## src/rtl/autoscale_pkg.sv

```systemverilog
// Shared helpers for the autoscale normaliser and its inverse: shift-width derivation,
// shift clamping and the round-half-up constant.
package autoscale_pkg;

  localparam int DEF_DIN_WIDTH = 32;
  localparam int DEF_MAX_SHIFT = 10;

  function automatic int shift_width(input int din_width);
    return $clog2(din_width);
  endfunction

  function automatic int clamp_shift(input int shift, input int max_shift);
    return (shift > max_shift) ? max_shift : shift;
  endfunction

  // Scaled shift, limited so an arithmetic right shift never clears the sign bit position.
  function automatic int eff_shift(input int shift, input int scale, input int din_width);
    int s;
    s = shift * scale;
    return (s > din_width - 1) ? din_width - 1 : s;
  endfunction

  function automatic longint round_const(input int e);
    return (e > 0) ? (longint'(1) << (e - 1)) : 64'sd0;
  endfunction

endpackage

```

## src/rtl/autoscale_restore_shift_fifo.sv

```systemverilog
// Plain synchronous FIFO with registered pointers; the caller guarantees no write
// when full and no read when empty.
module shift_fifo #(
  parameter int WIDTH = 5,
  parameter int DEPTH = 16
) (
  input  logic                       clk,
  input  logic                       rst,
  input  logic                       wr_en,
  input  logic [WIDTH-1:0]           wdata,
  input  logic                       rd_en,
  output logic [WIDTH-1:0]           rdata,
  output logic [$clog2(DEPTH):0]     count
);
  localparam int AW = $clog2(DEPTH);
  localparam int CW = AW + 1;

  logic [WIDTH-1:0] mem [DEPTH];
  logic [AW-1:0]    wr_ptr, rd_ptr;

  assign rdata = mem[rd_ptr];

  always_ff @(posedge clk) begin
    if (wr_en) mem[wr_ptr] <= wdata;
  end

  always_ff @(posedge clk) begin
    if (rst) begin
      wr_ptr <= '0;
      rd_ptr <= '0;
      count  <= '0;
    end else begin
      if (wr_en) wr_ptr <= wr_ptr + AW'(1);
      if (rd_en) rd_ptr <= rd_ptr + AW'(1);
      case ({wr_en, rd_en})
        2'b10:   count <= count + CW'(1);
        2'b01:   count <= count - CW'(1);
        default: count <= count;
      endcase
    end
  end

endmodule

```

## src/rtl/autoscale_restore.sv

```systemverilog
// Undoes the normaliser's left shift on downstream results: pops the matching shift
// from a FIFO and applies a rounded (or floored) arithmetic right shift over 2 stages.
module autoscale_restore
  import autoscale_pkg::*;
#(
  parameter int DIN_WIDTH   = DEF_DIN_WIDTH,
  parameter int MAX_SHIFT   = DEF_MAX_SHIFT,
  parameter int SHIFT_WIDTH = shift_width(DIN_WIDTH),
  parameter int SHIFT_SCALE = 1,
  parameter int FIFO_DEPTH  = 16,
  parameter int ROUND       = 1
) (
  input  logic                          clk,
  input  logic                          rst,
  input  logic [SHIFT_WIDTH-1:0]        shift_in,
  input  logic                          shift_valid,
  input  logic [DIN_WIDTH-1:0]          din,
  input  logic                          din_valid,
  output logic [DIN_WIDTH-1:0]          dout,
  output logic                          dout_valid,
  output logic [$clog2(FIFO_DEPTH):0]   count,
  output logic                          overflow,
  output logic                          underflow
);
  localparam int CW  = $clog2(FIFO_DEPTH) + 1;
  localparam int EW  = $clog2(DIN_WIDTH);
  localparam int LAT = 2;

  logic                   empty, full, push, pop;
  logic [SHIFT_WIDTH-1:0] clamped, head;
  logic [EW-1:0]          e, s1_e;
  logic [DIN_WIDTH:0]     rc;
  logic signed [DIN_WIDTH:0] sum, s1_sum;
  logic [LAT-1:0]         vld_pipe;

  assign empty = (count == '0);
  assign full  = (count == CW'(FIFO_DEPTH));
  assign pop   = din_valid && !empty;
  // A pop in the same cycle frees the slot, so a push on a full FIFO still lands.
  assign push  = shift_valid && (!full || pop);

  assign clamped = SHIFT_WIDTH'(clamp_shift(int'(shift_in), MAX_SHIFT));

  shift_fifo #(
    .WIDTH (SHIFT_WIDTH),
    .DEPTH (FIFO_DEPTH)
  ) u_fifo (
    .clk   (clk),
    .rst   (rst),
    .wr_en (push),
    .wdata (clamped),
    .rd_en (pop),
    .rdata (head),
    .count (count)
  );

  // Underflowing results pass through unshifted.
  assign e   = pop ? EW'(eff_shift(int'(head), SHIFT_SCALE, DIN_WIDTH)) : '0;
  assign rc  = (ROUND != 0) ? (DIN_WIDTH+1)'(round_const(int'(e))) : '0;
  assign sum = $signed({din[DIN_WIDTH-1], din}) + $signed(rc);

  always_ff @(posedge clk) begin
    if (rst) begin
      vld_pipe   <= '0;
      s1_sum     <= '0;
      s1_e       <= '0;
      dout       <= '0;
      overflow   <= 1'b0;
      underflow  <= 1'b0;
    end else begin
      vld_pipe <= {vld_pipe[LAT-2:0], din_valid};
      if (din_valid) begin
        s1_sum <= sum;
        s1_e   <= e;
      end
      if (vld_pipe[0]) dout <= DIN_WIDTH'(s1_sum >>> s1_e);
      if (shift_valid && full && !pop) overflow <= 1'b1;
      if (din_valid && empty) underflow <= 1'b1;
    end
  end

  assign dout_valid = vld_pipe[LAT-1];

endmodule

```

## config.mk

```make
export PLATFORM = sky130hd
export DESIGN_NAME = autoscale_restore
export DESIGN_NICKNAME = d
export VERILOG_FILES = /design/src/rtl/autoscale_pkg.sv /design/src/rtl/autoscale_restore_shift_fifo.sv /design/src/rtl/autoscale_restore.sv
export SDC_FILE = /design/constraint.sdc
export NUM_CORES = 1
export LEC_CHECK = 0
export CORE_UTILIZATION = 45
export CTS_BUF_LIST = sky130_fd_sc_hd__clkbuf_4 sky130_fd_sc_hd__clkbuf_8
export DETAILED_ROUTE_END_ITERATION = 8
export SYNTH_ARGS = -nofsm -noshare
export SYNTH_HDL_FRONTEND = slang
export SYNTH_HIERARCHICAL = 1
export SYNTH_SLANG_ARGS = --single-unit
```

## constraint.sdc

```tcl
create_clock -name clk -period 6.2 [get_ports clk]
set_input_delay 0.93 -clock clk [delete_from_list [all_inputs] [get_ports clk]]
set_output_delay 0.93 -clock clk [all_outputs]
set_load 0.03 [all_outputs]
```

# [Word level (Yosys, flattened, before mapping)]
# Memory sizes are Yosys's and may differ from the RTL's. A register that Yosys moved wholly into a read port is not among the register bits.
# Index checks and enable logic that the tools add are counted.
[classes] n_reduce_logical=11 addsub=6 shifts=2 eq_ne=3 muxes=9 order_cmp=3
[ops] op="adder 32 x 33 -> 33 bit" n=1
[ops] op="two-way mux 33 bit" n=1
[ops] op="<< shifter 1 x 32 -> 33 bit, first input constant" n=1
[ops] op=">>> shifter 33 x 5 -> 32 bit" n=1
[ops] op="two-way mux 5 bit" n=3
[ops] op="one-hot mux 5 bit (2 select lines)" n=1
[ops] op="adder 4 x 1 -> 4 bit, second input constant" n=2
[ops] op="two-way mux 4 bit" n=2
[ops] op="subtractor 5 x 1 -> 6 bit, second input constant" n=1
[ops] op="adder 5 x 1 -> 5 bit, second input constant" n=1
[ops] op="equality test 5 bit, second input constant" n=1
[ops] op="> comparator 5 x 1 -> 1 bit, second input constant" n=1
[ops] op="> comparator 5 x 4 -> 1 bit, second input constant" n=1
[ops] op="> comparator 5 bit, second input constant" n=1
[ops] op="logical AND 1 bit" n=5
[ops] op="logical NOT 5 bit" n=1
[ops] op="subtractor 5 x 1 -> 5 bit, second input constant" n=1
[ops] op="logical NOT 1 bit" n=3
[ops] op="equality test 2 x 1 -> 1 bit, second input constant" n=1
[ops] op="equality test 2 bit, second input constant" n=1
[ops] op="two-way mux 1 bit" n=2
[ops] op="nonzero test 2 bit" n=1
[ops] op="logical OR 1 bit" n=1
[word_totals] output_inout_bits=40 ramBits=80 elab_cells=44 register_bits=87 in_bits=41 mem_count=1
[mem_list] name="u_fifo.mem" depth=16 width=5 rd=1 rd_clocked_by_memory_dff=1 wr=1 line="autoscale_restore_shift_fifo.sv:18" source="logic [WIDTH-1:0] mem [DEPTH];"

# [Longest topological paths before layout]
[depth] word_depth=8 depth_mapped=23 ltp_nobuf=20

# [Modules after synthesis]
# Netlist, hierarchy kept.
[modules_own_cells] module="autoscale_restore" n_inst=1 seq_area_each_um2=1481.4 area_per_inst_um2=6596.3 cells_per_inst=815
[modules_own_cells] module="shift_fifo" n_inst=1 seq_area_each_um2=2742.6 area_per_inst_um2=3933.8 cells_per_inst=230

# [Worst setup path before layout]
# OpenSTA, ideal clock, no wires.
[synth_timing] kind="register -> register" start="register u_fifo.count[1]" end="register s1_sum[28]" t_arrival_ps=5045 n_path_buf=1 stages_incl_launch_ff=21 required_ps=6138 setup_ps=62 path_slack_ps=1093 synth_period_minus_slack_ps=5107 path_cell_list="dfxtp_1 -> nor4_2 -> nand2_1 -> nand2_1 -> clkinv_1 -> nand2_1 -> ha_1 -> clkbuf_1 -> nand2_1 -> nand2_1 -> o211ai_1 -> or4_1 -> nor2_1 -> ha_1 -> a211oi_2 -> o21ai_2 -> o21a_1 -> a211o_1 -> o311a_4 -> or4_1 -> nand3_1"
[synth_between] elab_chain_len=8 word_cells_on_any_way=9
[synth_lines] element="from (decl)" line="autoscale_restore_shift_fifo.sv:13" source="output logic [$clog2(DEPTH):0] count"
[synth_lines] element="from (signal assigned)" line="autoscale_restore_shift_fifo.sv:36" source="2'b10: count <= count + CW'(1);"
[synth_lines] element="from (signal assigned)" line="autoscale_restore_shift_fifo.sv:37" source="2'b01: count <= count - CW'(1);"
[synth_lines] element="from (signal assigned)" line="autoscale_restore_shift_fifo.sv:38" source="default: count <= count;"
[synth_lines] element="logical NOT 5 bit (*)" line="autoscale_restore.sv:36" source="assign empty = (count == '0);"
[synth_lines] element="logical NOT 1 bit (*)" line="autoscale_restore.sv:38" source="assign pop = din_valid && !empty;"
[synth_lines] element="logical AND 1 bit (*)" line="autoscale_restore.sv:38"
[synth_lines] element="named net pop" line="autoscale_restore.sv:29" source="logic empty, full, push, pop;"
[synth_lines] element="two-way mux 5 bit (*)" line="autoscale_restore.sv:58" source="assign e = pop ? EW'(eff_shift(int'(head), SHIFT_SCALE, DIN_WIDTH)) : '0;"
[synth_lines] element="subtractor 5 x 1 -> 6 bit" line="autoscale_pkg.sv:24" source="return (e > 0) ? (longint'(1) << (e - 1)) : 64'sd0;"
[synth_lines] element="<< shifter 1 x 32 -> 33 bit" line="autoscale_pkg.sv:24"
[synth_lines] element="two-way mux 33 bit (*)" line="autoscale_pkg.sv:24"
[synth_lines] element="adder 32 x 33 -> 33 bit (*)" line="autoscale_restore.sv:60" source="assign sum = $signed({din[DIN_WIDTH-1], din}) + $signed(rc);"
[synth_lines] element="to (signal assigned)" line="autoscale_restore.sv:73" source="s1_sum <= sum;"
[synth_lines] element="to (decl)" line="autoscale_restore.sv:33" source="logic signed [DIN_WIDTH:0] sum, s1_sum;"
# Mark *: on every way through the listed nets, which the timed path passes. The rest lies on a longest branch.
# A chain may end at the register's enable or synchronous reset.

==> run metrics <==
Max stage delay on crit path 0.60 ns; Design Area, Final 11,970 µm²; Lkg Pwr 0.004408 µW; Area after DPL 11,600 µm²; post-synth top area share 22.81%; placed cells 1,397; CTS tree done; EDFF count, synth 80; Period minus WS final 5.679 ns; synth cell count leaders nor2_1, dfxtp_1, nand2_1, edfxtp_1, a21oi_1; Power Density 289.3 nW/µm²; mapped cell area 10,530 µm²; Overall Global Routing Usage 22.54%; Die Wd 155.0 µm; clk buf depth 2; Worst Clk Skew 0.01844 ns; CP Buf/Inv Count 2; CTS buffer count 17; clk sinks 171; critical path type reg -> reg; I/O pins 81; P&R area growth vs syn 13.64%; H-Tree Depth 4; Worst setup EP type register; Setup violations, final 0; via count 8,214; Top delay family on crit path simple AND/OR/NAND/NOR gates; Max Clk Rate 176.1 MHz; fin util 52.54%; Worst Hold Class reg -> reg; ys flop type dfxtp_1; crit start category register; Hold Slack 0.4640 ns; Least-Margin Pin Slew 1.022 ns; Post-Route Setup TNS 0 ns; Slowest cell on crit path or4_1; Max VDD drop 0.0002055 V; HP Start dout[31]; status completed; IO buf count 80; worst path arrival time 6.06 ns; drt wl/cell 18.26 µm; # fillers 2,040; Final Max Tran Viols 0; DP HPWL 19,400 µm; pin count of the biggest net entering global routing 66; FF+latch count, synth 171; DRT Wirelength 26,090 µm; Final Non-Filler Cells 1,429; Starting DRT DRC Count 598; die area 24,020 µm²; Final period util 91.60%; Remaining Overflow, GRT 0; fraction of registers with async set or reset after synthesis 0%; Ys Warns 6; Placer Congestion 0.9494; unrepaired setup endpoints after global routing no; vias in the first global route 7,635; CTS clock-pin slew for the worst setup and hold paths 0.10 ns; crit-path most repeated cell nand2_1; most common cell in the netlist nor2_1; post-synth cell types 81; DRC 0; Max Cap Viol 0; area leader, netlist edfxtp_1; Fin. Hold Viols 0; NumNets Final 1,188; initial antenna violation count 0; Max FO, Critical Path 20; via/cell ratio 5.748; Die Ht 155.0 µm; Rows 55; # diodes 0; CP Cell Sequence buf_12 -> mux4_2 -> a22oi_1 -> nand2_1 -> nand2_1 -> ha_1 -> nand2_1 -> nand2_1 -> o211ai_1 -> or4_1 -> nor2_1 -> ha_1 -> fa_1 -> a211oi_2 -> o21ai_2 -> o21a_1 -> a31oi_1 -> buf_4 -> o41a_1 -> or4_1 -> o211ai_1; slew margin rel. 31.88%; cells after synthesis 1,045; Initial Util 46.23%; syn_area_per_cell 10.08 µm²; Crit path required time 6.58 ns; layout cells sized above 1 12.37%; sequential fraction of the synthesis area 40.11%; Clock Latency Late Sink 0.46 ns; Detail Route Antenna Nets 0; top cells by area, synth edfxtp_1, dfxtp_1, mux4_2; core area 22,780 µm²; Hold-fix buffers, CTS 0; global-route wire length before repair 41,960 µm; Setup Buffers After CTS 0; DR pass1 iterations 5; CTS root buf clkbuf_8; Resize count post-CTS 0
final cells by class:
cell class                 instances  area [µm²]  area share, %
inverter                          26       97.59         0.8156
multi-input combinational        796        5978          49.96
clock inverter                    14       128.9          1.077
clock buffer                      18       241.5          2.018
tap                              313       391.6          3.273
timing repair buffer              91       903.4          7.549
sequential                       171        4225          35.31
path summary, 6_finish.rpt:
path	endpoint	slack, ns	depth (start not counted)
min	dout[31]	0.46	2
max	s1_sum[26]	0.52	21
min reg2reg	dout[31]	0.46	2
max reg2reg	s1_sum[26]	0.52	21
where the power goes:
group	leakage, µW	total [µW]	internal, µW	switching (µW)
registers	0.00147	1370	1260	109
logic	0.00275	1350	574	775
clock network	0.000186	744	299	446
total	0.00441	3460	2130	1330
sequential cells by signal (all words and copies together), names as in the netlist, named ones only:
signal         flops
underflow          1
u_fifo/wr_ptr      4
s1_e               5
dout              32
vld_pipe           2
overflow           1
s1_sum            33
u_fifo/mem        80
u_fifo/count       5
u_fifo/rd_ptr      4
tightest hold or removal path, stage by stage, from the launching register on:
cell and delay [ns]:
dfxtp_1 0.32, nand2_1 0.05, a21oi_1 0.05
per-stage QoR:
stage | setup slack [ns] | total power, µW
after floorplan | 1.093 | 2365
after global placement | 0.4279 | 2723
after detailed placement | 0.4629 | 2732
after CTS | 0.5753 | 3477
after global routing | 0.1927 | 3666
final | 0.5206 | 3462
placed cells by master, fill, tap and decap left out, drive strengths merged, types with 5 or more instances in the layout:
master	instances
buf	12
nand4	15
inv	32
o22ai	12
ha	43
nor4	5
o31ai	5
dfxtp	91
o21a	7
xnor2	15
clkdlybuf4s50	79
a22oi	12
or2	6
and3	6
nand2	87
o21ai	44
xor2	15
o211ai	14
clkinv	6
nor2b	7
a31oi	10
a21boi	5
nor2	149
edfxtp	80
mux4	58
nand3	19
and2	18
mux2	13
a211oi	22
mux2i	43
a21oi	64
a21o	9
nor3	19
clkbuf	18
conb	16
metal layers:
layer | vias up | track usage, % | wire length [µm]
li1 | 4033 | - | -
met1 | 3909 | 34.98 | 13320
met2 | 260 | 32.90 | 11100
met3 | 12 | 3.705 | 1496
met4 | 0 | 4.338 | 173
met5 | - | 0 | 0
cell families after synthesis:
logic type | after synthesis | synth area share, %
XOR/XNOR | 30 | 2.495
flip-flops | 171 | 40.11
AO/OA/AOI/OAI | 237 | 15.09
other | 1 | 0.03561
AND/OR/NAND/NOR | 355 | 15.43
buffers and inverters | 93 | 3.648
multiplexers | 114 | 17.88
adder cells (fa/ha/maj) | 44 | 5.299
(Power assumes the default switching activity.)
